### src/rtl/ip_tx_hdr_insert.sv
// rtl/ip_tx_hdr_insert.sv - transmit-side IPv4 header insertion and line realignment
//
// Purpose:
//   Accepts one 20-byte IPv4 header per packet and the packet payload as a
//   line stream. Emits header followed by payload on one output stream. Every
//   payload line is shifted down by 20 bytes, and the low 20 bytes spill into
//   the next output line through carry_q. A payload whose last line does not
//   leave room for the spilled bytes gets one extra TAIL line.
//
// Ports (byte 0 of any line sits at the MSB):
//   clk, rst                  clock, synchronous active-high reset
//   src_ip_tx_hdr_val/_rdy    header channel handshake (ready only in IDLE)
//   src_ip_tx_hdr             160-bit IPv4 header, ihl == 5
//   src_ip_tx_data_val/_rdy   payload line handshake
//   src_ip_tx_data/_last      payload line and end-of-packet marker
//   src_ip_tx_padbytes        invalid low-order bytes on the last payload line
//   ip_tx_dst_val/dst_ip_tx_rdy  output line handshake
//   ip_tx_dst_data/_last      output line and end-of-packet marker
//   ip_tx_dst_padbytes        invalid bytes on the last output line, else 0
//
// Optional feature macro: IP_TX_CHKSUM_EN
//   Defined:   the header checksum field is recomputed from the latched header.
//   Undefined: the header passes through unchanged and no adders are built.

module ip_tx_hdr_insert #(
  parameter int DATA_WIDTH     = 256,
  parameter int DATA_BYTES     = DATA_WIDTH / 8,
  parameter int PADBYTES_WIDTH = $clog2(DATA_BYTES),
  localparam int IP_HDR_W      = 160
) (
  input  logic                      clk,
  input  logic                      rst,
  input  logic                      src_ip_tx_hdr_val,
  output logic                      ip_tx_src_hdr_rdy,
  input  logic [IP_HDR_W-1:0]       src_ip_tx_hdr,
  input  logic                      src_ip_tx_data_val,
  output logic                      ip_tx_src_data_rdy,
  input  logic [DATA_WIDTH-1:0]     src_ip_tx_data,
  input  logic                      src_ip_tx_last,
  input  logic [PADBYTES_WIDTH-1:0] src_ip_tx_padbytes,
  output logic                      ip_tx_dst_val,
  input  logic                      dst_ip_tx_rdy,
  output logic [DATA_WIDTH-1:0]     ip_tx_dst_data,
  output logic                      ip_tx_dst_last,
  output logic [PADBYTES_WIDTH-1:0] ip_tx_dst_padbytes
);

  localparam int HDR_BYTES = IP_HDR_W / 8;
  localparam int BODY_W    = DATA_WIDTH - IP_HDR_W;
  localparam logic [PADBYTES_WIDTH-1:0] PAD_HDR       = PADBYTES_WIDTH'(HDR_BYTES);
  localparam logic [PADBYTES_WIDTH-1:0] PAD_TAIL_BASE = PADBYTES_WIDTH'(DATA_BYTES - HDR_BYTES);

  typedef enum logic [1:0] {S_IDLE, S_FIRST, S_BODY, S_TAIL} state_t;

  state_t                      state_q, state_d;
  logic [IP_HDR_W-1:0]         hdr_q, hdr_d;
  logic [IP_HDR_W-1:0]         carry_q, carry_d;
  logic [PADBYTES_WIDTH-1:0]   tail_pad_q, tail_pad_d;
  logic [IP_HDR_W-1:0]         hdr_out;

`ifdef IP_TX_CHKSUM_EN
  logic [19:0] sum;
  logic [16:0] fold1;
  logic [15:0] fold2;

  // One's-complement sum of the nine non-checksum words (word 5 is the
  // checksum field at bytes 10-11). Nine 16-bit words fit in 20 bits; two
  // end-around folds are enough to absorb every carry.
  always_comb begin
    sum = '0;
    for (int w = 0; w < 10; w++) begin
      if (w != 5) sum = sum + 20'(hdr_q[IP_HDR_W-1-16*w -: 16]);
    end
    fold1   = 17'(sum[15:0]) + 17'(sum[19:16]);
    fold2   = fold1[15:0] + 16'(fold1[16]);
    hdr_out = hdr_q;
    hdr_out[79:64] = ~fold2;
  end
`else
  assign hdr_out = hdr_q;
`endif

  always_ff @(posedge clk) begin
    if (rst) state_q <= S_IDLE;
    else     state_q <= state_d;
  end

  always_ff @(posedge clk) begin
    hdr_q      <= hdr_d;
    carry_q    <= carry_d;
    tail_pad_q <= tail_pad_d;
  end

  always_comb begin
    state_d            = state_q;
    hdr_d              = hdr_q;
    carry_d            = carry_q;
    tail_pad_d         = tail_pad_q;
    ip_tx_src_hdr_rdy  = 1'b0;
    ip_tx_src_data_rdy = 1'b0;
    ip_tx_dst_val      = 1'b0;
    ip_tx_dst_data     = '0;
    ip_tx_dst_last     = 1'b0;
    ip_tx_dst_padbytes = '0;

    case (state_q)
      S_IDLE: begin
        ip_tx_src_hdr_rdy = 1'b1;
        if (src_ip_tx_hdr_val) begin
          hdr_d   = src_ip_tx_hdr;
          state_d = S_FIRST;
        end
      end

      S_FIRST, S_BODY: begin
        // Pass-through lines: ready follows downstream only, never data_val.
        ip_tx_dst_val      = src_ip_tx_data_val;
        ip_tx_src_data_rdy = dst_ip_tx_rdy;
        ip_tx_dst_data     = {(state_q == S_FIRST) ? hdr_out : carry_q,
                              src_ip_tx_data[DATA_WIDTH-1 -: BODY_W]};
        // The last line ends the packet here only if its padding can absorb
        // the 20 bytes that would otherwise spill into a tail line.
        if (src_ip_tx_last && (src_ip_tx_padbytes >= PAD_HDR)) begin
          ip_tx_dst_last     = 1'b1;
          ip_tx_dst_padbytes = src_ip_tx_padbytes - PAD_HDR;
        end
        if (src_ip_tx_data_val && dst_ip_tx_rdy) begin
          carry_d = src_ip_tx_data[IP_HDR_W-1:0];
          if (!src_ip_tx_last) begin
            state_d = S_BODY;
          end else if (src_ip_tx_padbytes >= PAD_HDR) begin
            state_d = S_IDLE;
          end else begin
            state_d    = S_TAIL;
            tail_pad_d = PAD_TAIL_BASE + src_ip_tx_padbytes;
          end
        end
      end

      S_TAIL: begin
        ip_tx_dst_val      = 1'b1;
        ip_tx_dst_data     = {carry_q, {BODY_W{1'b0}}};
        ip_tx_dst_last     = 1'b1;
        ip_tx_dst_padbytes = tail_pad_q;
        if (dst_ip_tx_rdy) state_d = S_IDLE;
      end

      default: state_d = S_IDLE;
    endcase
  end

endmodule

### config.mk
export PLATFORM = sky130hd
export DESIGN_NAME = ip_tx_hdr_insert
export DESIGN_NICKNAME = d
export VERILOG_FILES = /design/src/rtl/ip_tx_hdr_insert.sv
export SDC_FILE = /design/constraint.sdc
export NUM_CORES = 1
export LEC_CHECK = 0
export ABC_AREA = 1
export ABC_CLOCK_PERIOD_IN_PS = 9310
export CAP_MARGIN = 20
export CELL_PAD_IN_SITES_DETAIL_PLACEMENT = 1
export CELL_PAD_IN_SITES_GLOBAL_PLACEMENT = 2
export CORE_AREA = 2 2 269 271
export DETAILED_ROUTE_END_ITERATION = 8
export DIE_AREA = 0 0 271 273
export GPL_ROUTABILITY_DRIVEN = 1
export HOLD_SLACK_MARGIN = 0.03
export PLACE_DENSITY = 0.77
export SYNTH_ARGS = -nofsm -noshare
export SYNTH_HDL_FRONTEND = slang
export SYNTH_SLANG_ARGS = --single-unit
### constraint.sdc
create_clock -name clk -period 9.31 [get_ports clk]
set_input_delay 1.862 -clock clk [delete_from_list [all_inputs] [get_ports clk]]
set_output_delay 1.862 -clock clk [all_outputs]
set_load 0.03 [all_outputs]
Yosys cells after proc, flatten, opt, wreduce, memory -nomap -nowiden
Index checks and enable logic that the tools add are counted.
{"block": "op_classes", "addsub": 2, "multipliers": 0, "div_mod_pow": 0, "magnitude_cmp": 1, "eq_ne": 6, "n_shift": 0, "mux": 15, "n_bitwise": 1, "n_reduce_logical": 8}
{"op": "256-bit case mux with 2 select lines", "n": 1}
{"op": "160-bit 2-to-1 mux", "n": 1}
{"op": "2-bit 2-to-1 mux", "n": 5}
{"op": "5-bit case mux with 2 select lines", "n": 1}
{"op": "2-bit inequality test (second input constant)", "n": 3}
{"op": "2-bit case mux with 3 select lines", "n": 1}
{"op": "4-bit by 5-bit adder with 5-bit output (first input constant)", "n": 1}
{"op": "5-bit >= comparator (second input constant)", "n": 1}
{"op": "5-bit 2-to-1 mux", "n": 1}
{"op": "5-bit subtractor (second input constant)", "n": 1}
{"op": "2-bit == test (second input constant)", "n": 2}
{"op": "1-bit case mux with 2 select lines", "n": 2}
{"op": "2-bit AND reduction", "n": 2}
{"op": "4-bit AND reduction", "n": 1}
{"op": "1-bit 2-to-1 mux", "n": 3}
{"op": "3-bit AND reduction", "n": 1}
{"op": "2-bit by 1-bit == test with 1-bit output (second input constant)", "n": 1}
{"op": "1-bit logical AND", "n": 2}
{"op": "2-bit zero test", "n": 1}
{"op": "2-bit OR reduction", "n": 1}
{"op": "1-bit NOT", "n": 1}
{"block": "word_totals", "regBits": 327, "latch_bits": 0, "ramBits": 0, "mem_bits_ro": 0, "input_bits": 427, "output_inout_bits": 265, "word_cells": 37, "mem_count": 0}

Longest topological paths before layout
Gate-level depths: netlist of the first run.
{"block": "logic_depth", "ltp_word": 5, "mapped_depth": 9, "mapped_depth_nobuf": 8}

Least setup slack after synthesis of the first run
OpenSTA, ideal clock, no wires.
{"block": "synth_timing", "path_type": "input -> register", "startpoint": "in dst_ip_tx_rdy", "endpoint": "reg carry_q[0], enable pin", "setup_ns": 0.681, "arrival_time_ns": 8.580, "required_time_ns": 8.629, "path_slack_ns": 0.049, "cell_stages": 2, "path_buffers": 0, "cell_sequence": "nand2_1 nor2_1"}
{"block": "synth_between", "elab_chain_cells": 2}
{"item": "from (decl)", "line": "42", "rtl": "input logic dst_ip_tx_rdy,"}
{"item": "1-bit logical AND", "line": "127", "rtl": "if (src_ip_tx_data_val && dst_ip_tx_rdy) begin"}
{"item": "2-bit AND reduction (no source line)"}
{"item": "to (signal assigned)", "line": "90", "rtl": "carry_q <= carry_d;"}
{"item": "to (decl)", "line": "57", "rtl": "logic [IP_HDR_W-1:0] carry_q, carry_d;"}
Every way passes these cells.
A chain may end at the register's enable or synchronous reset.

Worst setup path after layout of the first run
{"block": "layout_timing", "startpoint": "reg state_q[0]", "endpoint": "out ip_tx_dst_data[234]"}
{"block": "layout_between", "elab_chain_cells": 3, "word_cells_on_any_way": 6, "cone_classes": "eq/ne (3); mux (2); reduce/logical (1)"}
{"item": "from (decl)", "line": "55", "rtl": "state_t state_q, state_d;"}
{"item": "from (signal assigned)", "line": "85", "rtl": "else state_q <= state_d;"}
{"item": "2-bit by 1-bit == test with 1-bit output or 2-bit == test (tied branches)", "line": "106, 119"}
{"item": "160-bit 2-to-1 mux or 2-bit OR reduction (tied branches)", "line": "119, 106"}
{"item": "256-bit case mux with 2 select lines (*)", "line": "106", "rtl": "case (state_q)"}
{"item": "to (decl)", "line": "43", "rtl": "output logic [DATA_WIDTH-1:0] ip_tx_dst_data,"}
Mark *: on every way between the ends. The rest lies on a longest branch, timed or not.

==> impl_metrics.csv, run 1 <==
group,metric,value,unit
timing,final.setup.worst_slack,3.17,ns
clocking,cts_buffers,41,
pwr,report.power.total,7.28,mW
timing,clock-skew-final,0.0203,ns
placement,portBuffers,691,
job,cap_violations,0,
outcome,status,"completed",
logic_synthesis,synth-xor-area-share,0.0665,%
die,coreArea,71000,sq um
pwr,powerDensity,325,nW/um^2
clocking,clk_path_buf_depth,3,
logic_synthesis,synth_area_leaders,"edfxtp_1, nand2_1, a21oi_1",
critical_path,cp.arrival,4.28,ns
pwr,leakage,8.01,nW
placement,gp_congestion,0.971,
clocking,h-tree-depth,2,
timing,max_freq,0.163,GHz
final_layout,fill_cells,7825,
clocking,postCtsSetupBuffers,0,
routing,ant_nets,0,
logic_synthesis,synth-main-ff-cell,"edfxtp_1",
timing,min_period,6.14,ns
global_routing,grt_max_degree,161,
final_layout,regArea,9800,sq um
pwr,ir_drop,0.000274,V
final_layout,layout-area-overhead-vs-synth,70.2,%
timing,worst_slew_pin_slew,1.19,ns
timing,min_period_over_period,65.9,%
logic_synthesis,syn_area_per_cell,11.6,sq um
clocking,tritoncts,"built",
routing,drc_errors,0,
routing,dr.pass1.iters,4,
global_routing,grt_antenna_before_repair,26,
logic_synthesis,synth_simple_gate_area_share,13.0,%
min_path,hold_path_class,"reg -> reg",
final_layout,final_cell_count_no_fill,2807,
placement,pre_cts_ws,3.47,ns
logic_synthesis,yosysMostFrequentCell,"nand2_1",
logic_synthesis,synth_cell_types,16,
die,io_pins,692,
final_layout,nets,2247,
critical_path,cp.required,7.45,ns
logic_synthesis,synthMuxAreaShare,0,%
clocking,cts.clk_slew.worst_paths,0.06,ns
final_layout,final_util,31.6,%
logic_synthesis,synth_top_area_cell,"edfxtp_1",
timing,rsz0062_at_grt,"no",
logic_synthesis,synth_top_area_share,74.1,%
logic_synthesis,yosysWarnings,0,
logic_synthesis,synth_compound_area_share,6.47,%
timing,tns,0,ns
logic_synthesis,synth_edf_count,325,
logic_synthesis,ys_seq_area_share,74.4,%
logic_synthesis,syn_nets,1567,
die,die_y,273,um
global_routing,grt.total_usage,14.4,%
logic_synthesis,synth_top_family_by_area,"simple AND/OR/NAND/NOR gates",
routing,vias,11200,
logic_synthesis,syn_inst,1134,
global_routing,first_global_vias,12200,
clocking,cts_root_buf,"clkbuf_16",
die,rows,98,
clocking,clock_latency,0.54,ns
die,initial_core_util,18.6,%
global_routing,gr-total-overflow,0,
clocking,cts_hold_buf,0,
routing,avgViaCountPerCell,3.98,
timing,maxSlewHeadroom,20.5,%
placement,hpwl,41500,um
routing,wl,56300,um
critical_path,criticalPathCategory,"reg -> out",
die,dieArea,74000,sq um
routing,route.met2.wl,29800,um
logic_synthesis,ys_ff_latch,327,
routing,drtIter0Drc,419,
clocking,clock_sinks,327,
die,fp.dieW,271,um
final_layout,layout-drive-gt1-share,3.80,%
routing,wl_per_cell,20.0,um
routing,met3_wirelength,4390,um
critical_path,cp_max_fo,65,
placement,placed_cells,2721,
routing,wl_met1,20200,um
routing,dr.max_layer_used,"met5",
logic_synthesis,synthAdderAreaFrac,0.570,%
global_routing,grt_pass1_wl,79400,um
logic_synthesis,synth-async-reset-ratio,0,%
critical_path,cp-start-kind,"flip-flop",
logic_synthesis,synth_commonest_cells,"nand2_1, edfxtp_1, a21oi_1",
timing,finalHoldViolCount,0,
timing,maxSlewViolCount,0,
final_layout,multi_input_area,2680,sq um
clocking,cts_resized,0,
critical_path,critPathCaptureType,"output port",
timing,setup_viol,0,
logic_synthesis,synth_area,13200,sq um
worst paths after layout:
check	start	end	slack, ns	depth (start not counted)
worst max-delay path	state_q[0]	ip_tx_dst_data[234]	3.17	8
worst min-delay path	state_q[1]	state_q[1]	0.68	4
worst max register to register	state_q[1]	hdr_out[82]	6.71	5
worst min register to register	state_q[1]	state_q[1]	0.68	4
flip-flops by register name, indices dropped and copies added, names as in the netlist:
name,flops
carry_q,160
hdr_out,160
tail_pad_q,5
state_q,2
where the power goes:
part	total [mW]	switching (mW)	leakage, nW	internal, mW
logic	3.76	2.52	4.36	1.24
clock network	1.53	0.627	0.613	0.902
registers	1.99	0.0586	3.04	1.93
total	7.28	3.20	8.01	4.08
layout by cell type, fill, tap and decap left out, types with 3 or more instances in the layout:
cell               n
clkdlybuf4s50_1  691
nand2_1          439
edfxtp_1         325
a21oi_1          166
inv_1            110
clkbuf_16         42
diode_2           13
clkbuf_1          13
nand3_1            9
buf_4              8
clkinv_1           6
nor2_1             5
ha_1               5
inv_6              3
clkinv_2           3
through the flow:
| step | hold slack (ns) | area [sq um] |
|---|---|---|
| global placement | 0.627 | 21100 |
| global route | 0.730 | 22400 |
| floorplan | 0.564 | 13200 |
| finish | 0.682 | 22400 |
| detailed placement | 0.671 | 21100 |
| CTS | 0.682 | 22400 |
metal layers:
metal | vias to the layer above | global-route usage, %
li1 | 5156 | -
met1 | 5428 | 14.9
met2 | 457 | 26.9
met3 | 105 | 4.58
met4 | 20 | 5.77
met5 | - | 0
cells by family (layout without fill, tap and decap cells):
group / after synthesis / count (layout)
AO/OA/AOI/OAI: 169 / 169
XOR/XNOR: 1 / 1
adder cells (fa/ha/maj): 6 / 6
buffers and inverters: 177 / 887
flip-flops: 327 / 327
other: 0 / 13
AND/OR/NAND/NOR: 454 / 454
final cells by class:
class	instances	area share [%]
well taps	950	5.30
inverters	113	1.93
multi-input cells	630	11.9
repair buffers	701	31.3
clock inverters	16	0.653
diodes	13	0.145
clock buffers	57	5.03
flip-flops and latches	327	43.7
critical path, stage by stage, from the launching register on:
cell and delay (ns):
dfxtp_1 0.36, inv_1 0.11, ha_4 0.41, nand2_1 0.13
inv_4 0.54, buf_4 0.70, nand2_1 0.10, a21oi_1 0.45
clkdlybuf4s50_1 0.84
No activity file was read; power rests on OpenSTA's default activity.
==> run 2, diff against run 1 <==
ABC_CLOCK_PERIOD_IN_PS = 5400   (was 9310)
clock period = 5.4 ns   (was 9.31 ns; I/O delays follow)
==> run 2 against run 1 <==
Via count down 0.93%. Non-clock buffer count grew 5. Combinational power rose by 75%. Hold slack improved by 0.0057 ns. Cell count shrank 0.18%. Routed wire length hardly changed. Clock power rose by 74%. Global-route usage is 0.13 points higher. Sequential share of layout area decreased by 0.15 points. Power up 74%. Sequential power is 72% higher. Largest power group unchanged.
==> impl_metrics.csv, run 2 (synthesized netlist as in run 1, its figures left out) <==
group,metric,value,unit
outcome,status,"completed",
global_routing,grt_antenna_before_repair,10,
timing,min_period_over_period,87.2,%
routing,vias,11100,
timing,worst_slew_pin_slew,0.836,ns
die,fp.dieW,271,um
clocking,cts.clk_slew.worst_paths,0.05,ns
timing,clock-skew-final,0.0211,ns
final_layout,multi_input_area,2680,sq um
timing,finalHoldViolCount,0,
timing,maxSlewViolCount,0,
timing,min_period,4.71,ns
pwr,leakage,8.07,nW
final_layout,final_cell_mix,"clkdlybuf4s50_1, nand2_1, edfxtp_1",
pwr,ir_drop,0.000412,V
pwr,report.power.total,12.7,mW
routing,ant_nets,0,
critical_path,slowest_stage,"clkdlybuf4s50_1",
routing,avgViaCountPerCell,3.95,
critical_path,cp_max_fo,39,
pwr,powerDensity,563,nW/um^2
final_layout,regArea,9800,sq um
die,io_pins,692,
clocking,clk_path_buf_depth,3,
clocking,cts_buffers,40,
timing,final.setup.worst_slack,0.694,ns
timing,max_freq,0.212,GHz
routing,dr.pass1.iters,4,
routing,wl_per_cell,20.1,um
placement,pre_cts_ws,0.898,ns
clocking,cts_resized,0,
clocking,cts_hold_buf,0,
global_routing,gr-total-overflow,0,
critical_path,cp.arrival,3.63,ns
clocking,h-tree-depth,2,
global_routing,grt_max_degree,111,
clocking,clock_sinks,327,
die,initial_core_util,18.6,%
critical_path,path_cells,"inv_1 > ha_4 > nand2_1 > inv_4 > buf_4 > nand2_1 > a21oi_1 > clkdlybuf4s50_1",
die,dieArea,74000,sq um
critical_path,critPathTopFamily,"buffers and inverters",
clocking,postCtsSetupBuffers,0,
final_layout,nets,2251,
clocking,clock_latency,0.55,ns
clocking,cts_root_buf,"clkbuf_16",
global_routing,grt_pass1_wl,80000,um
timing,setup_viol,0,
placement,gp_congestion,0.977,
timing,tns,0,ns
die,rows,98,
critical_path,max_stage_delay,0.73,ns
final_layout,layout-drive-gt1-share,4.28,%
critical_path,cp.buffers_inverters,4,
job,cap_violations,0,
placement,portBuffers,691,
global_routing,grt.total_usage,14.5,%
timing,rsz0062_at_grt,"no",
timing,maxSlewHeadroom,44.3,%
routing,drc_errors,0,
critical_path,criticalPathCategory,"reg -> out",
final_layout,layout_commonest_cell,"clkdlybuf4s50_1",
clocking,tritoncts,"built",
min_path,hold_path_class,"reg -> reg",
critical_path,cp_common_cell,"nand2_1",
critical_path,cp.required,4.32,ns
final_layout,fill_cells,7846,
global_routing,first_global_vias,12100,
critical_path,critPathCaptureType,"output port",
placement,hpwl,42100,um
final_layout,layout-area-overhead-vs-synth,70.8,%
routing,wl,56200,um
routing,drtIter0Drc,422,
die,coreArea,71000,sq um
critical_path,cp-start-kind,"flip-flop",
die,die_y,273,um
## run 2: layout make-up
class                      count  share of cell area (%)
sequential                   327                    43.6
timing repair buffer         706                    31.6
multi-input combinational    630                    11.9
tap                          950                    5.28
clock buffer                  51                    4.73
inverter                     113                    1.92
clock inverter                20                   0.912
antenna                        5                  0.0556
## run 2: stage by stage
step | hold slack (ns) | area, sq um | utilization, % | instances
after CTS | 0.689 | 22500 | 31.7 | 2797
after global placement | 0.632 | 21200 | 29.9 | 2726
after global routing | 0.728 | 22500 | 31.7 | 2801
final | 0.688 | 22500 | 31.7 | 2802
after detailed placement | 0.685 | 21200 | 29.9 | 2726
after floorplan | 0.564 | 13200 | - | 1134
## run 2: worst paths after layout
path | from | cells after the start | end | slack [ns]
max | state_q[0] | 8 | ip_tx_dst_data[111] | 0.69
min reg2reg | state_q[0] | 4 | state_q[0] | 0.69
max reg2reg | state_q[1] | 5 | hdr_out[55] | 3.01
min | state_q[0] | 4 | state_q[0] | 0.69
## run 2: report_power, final
group          switching (mW)  total, mW  internal (mW)
clock                    1.08       2.66           1.58
sequential              0.101       3.43           3.33
combinational            4.36       6.58           2.21
## run 2: per-layer routing
| layer | global-route usage (%) | part of all wire, % | up-vias |
|---|---|---|---|
| li1 | - | - | 5149 |
| met2 | 27.2 | 53 | 486 |
| met4 | 5.06 | 2.6 | 4 |
| met1 | 15.5 | 37 | 5340 |
| met3 | 4.12 | 7.6 | 83 |
| met5 | 0 | 0.048 | - |
## run 2: worst register-to-register path, cell delays in order (launching register included)
cell and delay (ns):
dfxtp_1 0.31, inv_1 0.16, ha_1 0.27, nand2_1 0.14, inv_6 0.51, buf_12 0.60
==> run 3, diff against run 2 <==
ABC_CLOCK_PERIOD_IN_PS = 4100   (was 5400)
clock period = 4.1 ns   (was 5.4 ns; I/O delays follow)
==> run 3 against run 2 <==
Cell area is 0.63% lower. Clock power is 29% higher. Hold slack better by 0.00096 ns.
==> impl_metrics.csv, run 3 (synthesized netlist as in run 1, its figures left out) <==
group,metric,value,unit
routing,vias,11100,
die,dieArea,74000,sq um
placement,portBuffers,691,
pwr,powerDensity,739,nW/um^2
job,cap_violations,0,
pwr,report.power.total,16.5,mW
placement,hpwl,42000,um
routing,dr.pass1.iters,4,
min_path,hold_path_class,"reg -> reg",
timing,maxSlewHeadroom,49.5,%
final_layout,final_util,31.5,%
clocking,cts_buffers,40,
timing,worst_slew_pin_slew,0.756,ns
final_layout,final_cell_count_no_fill,2811,
die,die_y,273,um
routing,dr.max_layer_used,"met4",
timing,min_period_over_period,92.2,%
clocking,tritoncts,"built",
routing,wl_met1,19700,um
timing,min_period,3.78,ns
die,fp.dieW,271,um
critical_path,cp-start-kind,"flip-flop",
routing,drc_errors,0,
routing,drtIter0Drc,408,
min_path,holdPathEnd,"state_q[0]",
clocking,cts_root_buf,"clkbuf_16",
timing,rsz0062_at_grt,"no",
placement,gp_congestion,1.02,
placement,placed_cells,2733,
critical_path,criticalPathCategory,"reg -> out",
die,initial_core_util,18.6,%
clocking,clock_sinks,327,
timing,max_freq,0.265,GHz
critical_path,reg2reg_from,"state_q[1]",
final_layout,final_area,22400,sq um
clocking,clk_path_buf_depth,3,
timing,tns,0,ns
routing,met3_wirelength,3390,um
die,io_pins,692,
critical_path,cp_max_fo,54,
critical_path,r2r_end,"carry_q[11]",
clocking,cts.clk_slew.worst_paths,0.06,ns
clocking,clock_latency,0.55,ns
final_layout,layout-area-overhead-vs-synth,69.8,%
timing,maxSlewViolCount,0,
timing,setup_viol,0,
final_layout,layout-drive-gt1-share,12.9,%
routing,wl_per_cell,19.4,um
routing,route.met2.wl,30300,um
outcome,status,"completed",
timing,finalHoldViolCount,0,
global_routing,grt_antenna_before_repair,8,
routing,avgViaCountPerCell,3.94,
clocking,h-tree-depth,2,
critical_path,cp.arrival,2.96,ns
die,rows,98,
final_layout,layout_commonest_cell,"clkdlybuf4s50_1",
min_path,hp-start,"state_q[0]",
timing,clock-skew-final,0.0188,ns
placement,placedInstanceArea,21100,sq um
critical_path,critPathCaptureType,"output port",
critical_path,cp.required,3.28,ns
clocking,cts_hold_buf,0,
pwr,leakage,8.43,nW
global_routing,grt_pass1_wl,78100,um
global_routing,gr-total-overflow,0,
routing,ant_nets,0,
die,coreArea,71000,sq um
critical_path,reg2reg_slack,1.78,ns
pwr,ir_drop,0.000454,V
routing,wl,54700,um
final_layout,nets,2258,
global_routing,first_global_vias,12000,
global_routing,grt.total_usage,14.1,%
global_routing,grt_max_degree,102,
final_layout,final_cell_mix,"clkdlybuf4s50_1, nand2_1, edfxtp_1",
critical_path,worst-r2r-cell-count,5,
min_path,holdPathStages,4,
[run 3: cell count changes in the layout (fill, tap and decap cells not counted)]
cell / before / now
buf_12: 8 / 23
buf_6: 0 / 1
bufinv_16: 4 / 3
clkinv_1: 7 / 11
clkdlybuf4s50_1: 687 / 536
diode_2: 5 / 6
clkbuf_1: 10 / 5
clkinvlp_4: 1 / 3
inv_6: 3 / 4
buf_4: 11 / 153
[run 3: per-layer routing]
| metal | up-vias | global-route usage [%] |
|---|---|---|
| met5 | - | 0 |
| met4 | 0 | 4.77 |
| met3 | 69 | 2.95 |
| met2 | 444 | 27.4 |
| met1 | 5410 | 14.9 |
| li1 | 5164 | - |
[run 3: worst max-delay path: stages (launching register included)]
cell and delay (ns):
dfxtp_1 0.35, inv_1 0.12, ha_4 0.37, inv_2 0.09, o21bai_4 0.30, buf_4 0.59
nand2_1 0.11, a21oi_1 0.22, buf_4 0.21
[run 3: where the power goes]
part | switching, mW | internal [mW] | total [mW]
logic | 5.68 | 2.89 | 8.57
registers | 0.142 | 4.37 | 4.52
clock network | 1.42 | 2.02 | 3.44
[run 3: final cells by class]
class | count | area [sq um]
clock buffers | 46 | 1040
well taps | 950 | 1190
fillers | 7868 | 48600
flip-flops and latches | 327 | 9800
inverters | 113 | 430
diodes | 6 | 15.0
multi-input cells | 630 | 2680
clock inverters | 26 | 215
repair buffers | 713 | 6990
[run 3: what timing repair did]
item,in CTS,in global routing
endpoints found under the setup margin,0,21
gates resized for setup,0,1
hold endpoints to repair,0,0
setup buffers,0,0
[run 3: worst max path at each step]
stage                                from                    end  slack [ns]  depth (start not counted)
finish                         state_q[1]    ip_tx_dst_data[176]        0.32                          8
global route                   state_q[0]    ip_tx_dst_data[120]        0.08                          8
CTS                            state_q[1]      ip_tx_dst_data[4]        0.08                          7
detailed placement  src_ip_tx_padbytes[3]  ip_tx_dst_padbytes[0]        0.31                          8
global placement    src_ip_tx_padbytes[3]  ip_tx_dst_padbytes[0]        0.26                          8
floorplan                   dst_ip_tx_rdy             carry_q[0]        0.38                          2
[run 3: stage by stage]
| step | hold slack, ns | setup WS (ns) |
|---|---|---|
| finish | 0.689 | 0.320 |
| global route | 0.753 | 0.0782 |
| CTS | 0.692 | 0.0842 |
| detailed placement | 0.680 | 0.310 |
| global placement | 0.626 | 0.257 |
| floorplan | 0.564 | 0.384 |
